### src/rtl/xsleena_sdr_pkg.sv
`default_nettype none
// ============================================================================
// Module   : xsleena_sdr_pkg
// Purpose  : Shared types and constants for the SDRAM read arbiter: FSM state
//            encoding, requester indices and the round-robin wrap helper.
// Ports    : none (package)
// Revision : 1.0 - initial release
// ============================================================================
package xsleena_sdr_pkg;

  typedef enum logic [0:0] {
    IDLE = 1'b0,
    WAIT = 1'b1
  } state_t;

  localparam logic [1:0] REQ_OBJ = 2'd0;
  localparam logic [1:0] REQ_BG1 = 2'd1;
  localparam logic [1:0] REQ_BG2 = 2'd2;

  // Requester index following idx, wrapping bg2 back to obj.
  function automatic logic [1:0] rr_next(input logic [1:0] idx);
    return (idx >= REQ_BG2) ? REQ_OBJ : idx + 2'd1;
  endfunction

endpackage
`default_nettype wire

### src/rtl/xsleena_rr_pick.sv
`default_nettype none
// ============================================================================
// Module   : xsleena_rr_pick
// Purpose  : Combinational round-robin choice among the three requesters.
//            The search starts at ptr and moves upward with wrap-around.
// Ports    : pending[2:0] - requesters with a queued read
//            ptr[1:0]     - index searched first
//            valid        - at least one requester pending
//            grant[1:0]   - chosen requester index
// Revision : 1.0 - initial release
// ============================================================================
module xsleena_rr_pick
  import xsleena_sdr_pkg::*;
(
  input  logic [2:0] pending,
  input  logic [1:0] ptr,
  output logic       valid,
  output logic [1:0] grant
);

  logic [1:0] w_cand [3];

  // Search order ptr, ptr+1, ptr+2 (mod 3); an out-of-range ptr acts as obj.
  assign w_cand[0] = (ptr > REQ_BG2) ? REQ_OBJ : ptr;
  assign w_cand[1] = rr_next(w_cand[0]);
  assign w_cand[2] = rr_next(w_cand[1]);

  // Walk from the lowest priority candidate upward so the first candidate
  // in search order is the last one written.
  always_comb begin
    valid = 1'b0;
    grant = REQ_OBJ;
    for (int k = 2; k >= 0; k--) begin
      if (pending[w_cand[k]]) begin
        valid = 1'b1;
        grant = w_cand[k];
      end
    end
  end

endmodule
`default_nettype wire

### src/rtl/xsleena_sdr_arbiter.sv
`default_nettype none
// ============================================================================
// Module   : xsleena_sdr_arbiter
// Purpose  : Round-robin arbiter sharing one SDRAM read port among three
//            requesters (obj, bg1, bg2). Each requester may queue one read;
//            one transaction is in flight at a time, with a timeout that
//            returns all-ones data and sets a sticky error flag.
// Ports    : CLK, RSTn          - clock, asynchronous active-low reset
//            req[2:0], addr     - one-cycle read pulses and their addresses
//            rdy[2:0], dout     - per-requester data-valid pulse and data
//            mem_addr, mem_rd   - read address and strobe to SDRAM controller
//            mem_rdy, mem_dout  - read completion pulse and data
//            busy, err          - transaction in flight, sticky timeout flag
// Revision : 1.0 - initial release
// ============================================================================
module xsleena_sdr_arbiter
  import xsleena_sdr_pkg::*;
#(
  parameter int AW      = 25,
  parameter int DW      = 16,
  parameter int TIMEOUT = 1023
) (
  input  logic               CLK,
  input  logic               RSTn,
  input  logic [2:0]         req,
  input  logic [2:0][AW-1:0] addr,
  output logic [2:0]         rdy,
  output logic [2:0][DW-1:0] dout,
  output logic [AW-1:0]      mem_addr,
  output logic               mem_rd,
  input  logic               mem_rdy,
  input  logic [DW-1:0]      mem_dout,
  output logic               busy,
  output logic               err
);

  localparam int CW = $clog2(TIMEOUT + 1);

  state_t        r_state;
  logic [2:0]    r_pend;
  logic [1:0]    r_ptr;
  logic [1:0]    r_gnt;
  logic [CW-1:0] r_cnt;
  logic [AW-1:0] r_req_addr [3];

  logic          w_valid;
  logic [1:0]    w_pick;
  logic          w_issue;
  logic [2:0]    w_clr;
  logic [CW-1:0] w_cnt_inc;

  // Address capture per requester; a repeated req simply overwrites.
  generate
    for (genvar i = 0; i < 3; i++) begin : g_req_addr
      always_ff @(posedge CLK or negedge RSTn) begin
        if (!RSTn) begin
          r_req_addr[i] <= '0;
        end else if (req[i]) begin
          r_req_addr[i] <= addr[i];
        end
      end
    end
  endgenerate

  xsleena_rr_pick u_rr_pick (
    .pending (r_pend),
    .ptr     (r_ptr),
    .valid   (w_valid),
    .grant   (w_pick)
  );

  assign w_issue   = (r_state == IDLE) && w_valid;
  assign w_clr     = w_issue ? (3'b001 << w_pick) : 3'b000;
  assign w_cnt_inc = r_cnt + CW'(1);

  always_ff @(posedge CLK or negedge RSTn) begin
    if (!RSTn) begin
      r_state  <= IDLE;
      r_pend   <= '0;
      r_ptr    <= REQ_OBJ;
      r_gnt    <= REQ_OBJ;
      r_cnt    <= '0;
      rdy      <= '0;
      dout     <= '0;
      mem_addr <= '0;
      mem_rd   <= 1'b0;
      busy     <= 1'b0;
      err      <= 1'b0;
    end else begin
      mem_rd <= 1'b0;
      rdy    <= '0;
      // A new req wins over the grant clear, so a request from the requester
      // being granted on this very edge is queued rather than lost.
      r_pend <= (r_pend & ~w_clr) | req;

      case (r_state)
        IDLE: begin
          if (w_valid) begin
            mem_addr <= r_req_addr[w_pick];
            mem_rd   <= 1'b1;
            r_gnt    <= w_pick;
            r_ptr    <= rr_next(w_pick);
            r_cnt    <= '0;
            busy     <= 1'b1;
            r_state  <= WAIT;
          end
        end
        WAIT: begin
          if (mem_rdy) begin
            dout[r_gnt] <= mem_dout;
            rdy[r_gnt]  <= 1'b1;
            busy        <= 1'b0;
            r_state     <= IDLE;
          end else if (w_cnt_inc == CW'(TIMEOUT)) begin
            dout[r_gnt] <= '1;
            rdy[r_gnt]  <= 1'b1;
            err         <= 1'b1;
            busy        <= 1'b0;
            r_state     <= IDLE;
          end else begin
            r_cnt <= w_cnt_inc;
          end
        end
        default: r_state <= IDLE;
      endcase
    end
  end

endmodule
`default_nettype wire

### config.mk
export PLATFORM = sky130hd
export DESIGN_NAME = xsleena_sdr_arbiter
export DESIGN_NICKNAME = d
export VERILOG_FILES = /design/src/rtl/xsleena_sdr_pkg.sv /design/src/rtl/xsleena_rr_pick.sv /design/src/rtl/xsleena_sdr_arbiter.sv
export SDC_FILE = /design/constraint.sdc
export NUM_CORES = 1
export LEC_CHECK = 0
export CORE_MARGIN = 5
export CORE_UTILIZATION = 45
export DETAILED_ROUTE_END_ITERATION = 8
export GPL_TIMING_DRIVEN = 0
export PLACE_DENSITY = 0.84
export SLEW_MARGIN = 15
export SYNTH_ARGS = -nofsm -noshare
export SYNTH_HDL_FRONTEND = slang
export SYNTH_HIERARCHICAL = 1
export SYNTH_SLANG_ARGS = --single-unit
### constraint.sdc
create_clock -name CLK -period 2.8 [get_ports CLK]
set_input_delay 0.7 -clock CLK [delete_from_list [all_inputs] [get_ports CLK]]
set_output_delay 0.7 -clock CLK [all_outputs]
set_load 0.02 [all_outputs]
==> impl_metrics.sql <==
INSERT INTO impl_metrics (metric_group, metric, value, unit) VALUES
('status', 'run_status', 'finished clean', ''),
('clock_network', 'tritoncts', 'yes', ''),
('die', 'floorplan.rows', '46', ''),
('placement', 'hpwlAfterDp', '12.86', 'mm'),
('yosys', 'mappedNetlistNets', '682', ''),
('global_route', 'grt_first_pass_wirelength', '28.79', 'mm'),
('yosys', 'synth.largest_area_cell', 'sky130_fd_sc_hd__dfrtp_1', ''),
('worst_hold_path', 'holdCritPathClass', 'primary input to async pin', ''),
('pwr', 'vdd.ir_drop.worst', '666.4', 'µV'),
('worst_setup_path', 'crit_path_start_kind', 'flop', ''),
('finish', 'layout-area-overhead-vs-synth', '37.01', '%'),
('sta', 'number_of_hold_violations_in_the_final_report', '0', ''),
('drt', 'routed_wire_length_per_instance', '17.92', 'µm'),
('die', 'fp.dieArea', '18750', 'µm²'),
('placement', 'dpl_worst_slack', '-517.0', 'ps'),
('worst_setup_path', 'timing_worst_setup_path_type', 'flop to flop', ''),
('finish', 'fillerInstances', '1222', ''),
('clock_network', 'clockBufferDepth', '2', ''),
('global_route', 'grt.overflow.total', '0', ''),
('drt', 'detail_route.wirelength', '17.96', 'mm'),
('pwr', 'cellPowerDensity', '1126', 'nW/µm²'),
('sta', 'layout_min_cycle_time', '2614', 'ps'),
('worst_setup_path', 'timing.critical_path.from', 'r_ptr[1]', ''),
('die', 'chipHeight', '136.9', 'µm'),
('clock_network', 'clockRootBuffer', 'sky130_fd_sc_hd__clkbuf_16', ''),
('finish', 'final_common_cell', 'sky130_fd_sc_hd__dfrtp_1', ''),
('yosys', 'synth.area.top_cells', 'sky130_fd_sc_hd__dfrtp_1, sky130_fd_sc_hd__mux2_2, sky130_fd_sc_hd__o22a_1', ''),
('die', 'fp.coreArea', '15830', 'µm²'),
('drt', 'vias', '5343', ''),
('yosys', 'synth_seq_area_share', '0.5935', ''),
('die', 'num_io_pins', '176', ''),
('die', 'start_util', '0.4582', ''),
('sta', 'rsz0062_at_grt', 'false', ''),
('yosys', 'synth_top_cell_area_share', '0.5935', ''),
('drt', 'vias_per_cell', '5.332', ''),
('placement', 'gp_congestion', '0.8663', ''),
('placement', 'port-buffer-count', '171', ''),
('yosys', 'synth.yosys.warnings', '6', ''),
('clock_network', 'worstSkewPairLatency', '430', 'ps'),
('global_route', 'first_global_vias', '5484', ''),
('worst_setup_path', 'cp_data_arrival_time', '2910', 'ps'),
('sta', 'slew_viol_final', '0', ''),
('clock_network', 'numCtsBuffers', '17', ''),
('worst_setup_path', 'worst_r2r_src', 'r_ptr[1]', ''),
('die', 'floorplan.die.width', '136.9', 'µm'),
('yosys', 'yosys_register_bits', '172', ''),
('clock_network', 'cts-htree-levels', '4', ''),
('finish', 'fin_nets', '876', ''),
('global_route', 'grt_start_max_net_pins', '102', ''),
('job', 'max_cap_viol_count', '0', ''),
('sta', 'fmax', '382.5', 'MHz'),
('worst_setup_path', 'cp_max_fo', '10', ''),
('yosys', 'mappedNetlistArea', '7252', 'µm²'),
('clock_network', 'clock_sink_count', '172', ''),
('sta', 'max-slew-margin-rel', '0.5493', ''),
('sta', 'finalClockSkew', '9.274', 'ps'),
('yosys', 'synthesis.instances', '579', ''),
('global_route', 'grt_antenna_before_repair', '0', ''),
('global_route', 'grt_use_total', '0.1974', ''),
('finish', 'layout_common_cells', 'sky130_fd_sc_hd__dfrtp_1, sky130_fd_sc_hd__clkdlybuf4s50_1, sky130_fd_sc_hd__mux2_2', ''),
('drt', 'drtAntennaViolNets', '0', ''),
('finish', 'drive_above_1_share', '0.2010', ''),
('sta', 'finalHoldWorstSlack', '221.4', 'ps'),
('pwr', 'leakage', '0.004119', 'µW'),
('yosys', 'ys_types', '43', ''),
('clock_network', 'number_of_buffers_inserted_for_hold_repair_after_clock_tree_synthesis', '0', ''),
('sta', 'share_of_the_cycle_needed_by_the_critical_path_after_routing', '0.9336', ''),
('finish', 'final_core_utilization', '0.6277', ''),
('drt', 'post_route_drc_violation_count', '0', ''),
('finish', 'antenna_cells', '0', ''),
('sta', 'fin_ws', '185.8', 'ps'),
('sta', 'worst-slew-pin-transition', '676.1', 'ps'),
('sta', 'setup_violations', '0', ''),
('clock_network', 'path_clk_slew', '70', 'ps'),
('drt', 'detailedRoute.firstIterationViolations', '207', ''),
('drt', 'drt_first_pass_iters', '5', ''),
('worst_setup_path', 'timing.critical_path.to_type', 'flop', ''),
('yosys', 'synth_area_per_cell', '12.52', 'µm²'),
('worst_setup_path', 'critPathRequiredTime', '3100', 'ps');
-- worst max-delay path, cell delays in order, from the launching register on --
cell and delay, ps:
sky130_fd_sc_hd__dfrtp_1 420, sky130_fd_sc_hd__inv_1 90, sky130_fd_sc_hd__ha_1 150, sky130_fd_sc_hd__buf_6 130
sky130_fd_sc_hd__inv_2 40, sky130_fd_sc_hd__o21ai_0 170, sky130_fd_sc_hd__or3b_2 470, sky130_fd_sc_hd__a21oi_2 190
sky130_fd_sc_hd__buf_6 150, sky130_fd_sc_hd__buf_6 180, sky130_fd_sc_hd__mux2i_1 220, sky130_fd_sc_hd__nor2_1 60
sky130_fd_sc_hd__a21oi_1 120, sky130_fd_sc_hd__o21ai_0 100
-- cell usage after synthesis (all sizes together) --
cell and count:
xnor2 2, o2111a 1, mux2 75, nand3b 1
buf 13, or3 3, a21o 4, a22o 2
o31ai 2, or4b 1, xor2 2, o22a 48
o21ai 35, ha 6, or3b 1, nor4b 2
nand2b 1, nand4b 3, nor2b 2, o22ai 5
nand3 8, a31oi 1, a21oi 29, and3 1
o211ai 1, clkbuf 26, nand4 5, mux2i 29
nand2 49, dfrtp 172, inv 10, o21bai 1
o32a 1, nor2 34, a211oi 1, nor4 2
-- per-stage QoR --
step	cell area [µm²]	total power, µW	std cells	TNS, ps
after floorplan	7252	6601	579	0
after global placement	9234	8517	966	-1014660
after detailed placement	9266	8658	967	-8408
after CTS	9881	11140	999	0
after global routing	9936	11840	1002	0
final	9936	11190	1002	0
-- power by group --
| group | switching [µW] | internal [µW] | leakage, µW |
|---|---|---|---|
| logic | 2740 | 2390 | 0.00180 |
| clock network | 1040 | 1360 | 0.000294 |
| registers | 437 | 3220 | 0.00203 |
| total | 4210 | 6980 | 0.00412 |
-- routing by layer --
layer	vias to the layer above	global-route usage	wire, µm
met4	0	0.03936	152
met3	11	0.07500	1574
met2	167	0.3354	8975
met1	2699	0.2414	7255
met5	-	0	0
li1	2466	-	-
-- path summary, 6_finish.rpt --
check | end | slack (ps) | depth (start not counted)
max | mem_addr[9] | 190 | 13
min | dout[35] | 220 | 1
max reg2reg | mem_addr[9] | 190 | 13
min reg2reg | mem_addr[6] | 480 | 2
max in group asynchronous | r_req_addr[49] | 1720 | 2
min in group CLK | mem_addr[6] | 480 | 2
-- state kept, by name, summed over array words and instances, names as in the netlist --
signal / flops
busy: 1
r_cnt: 10
r_pend: 3
dout: 48
err: 1
r_req_addr: 75
r_state: 1
mem_rd: 1
rdy: 3
r_gnt: 2
r_ptr: 2
mem_addr: 25
-- cell type report --
class	count	area, µm²	share of cell area
clock buffer	19	442.9	0.04458
multi-input combinational	358	2735	0.2753
timing repair buffer	175	1767	0.1778
tap	216	270.3	0.02720
sequential	172	4304	0.4332
inverter	10	37.54	0.003778
buffer	39	224.0	0.02254
clock inverter	13	155.1	0.01562
-- repair_timing --
item | 4_1_cts | 5_1_grt
endpoints found under the hold margin | 0 | 0
setup buffers | 0 | 3
gates resized for setup | 10 | 23
endpoints found under the setup margin | 24 | 34
-- logic make-up (layout without fill, tap and decap cells) --
group           after synthesis  after routing  synth area share
xor+xnor                      4              4          0.004832
mux                         104            104            0.1565
buf+inv                      49            256           0.03019
simple gates                113            113           0.07920
compound gates              131            131            0.1254
fa+ha+maj                     6              6           0.01035
flops                       172            172            0.5935
No activity file was read; power rests on OpenSTA's default activity.
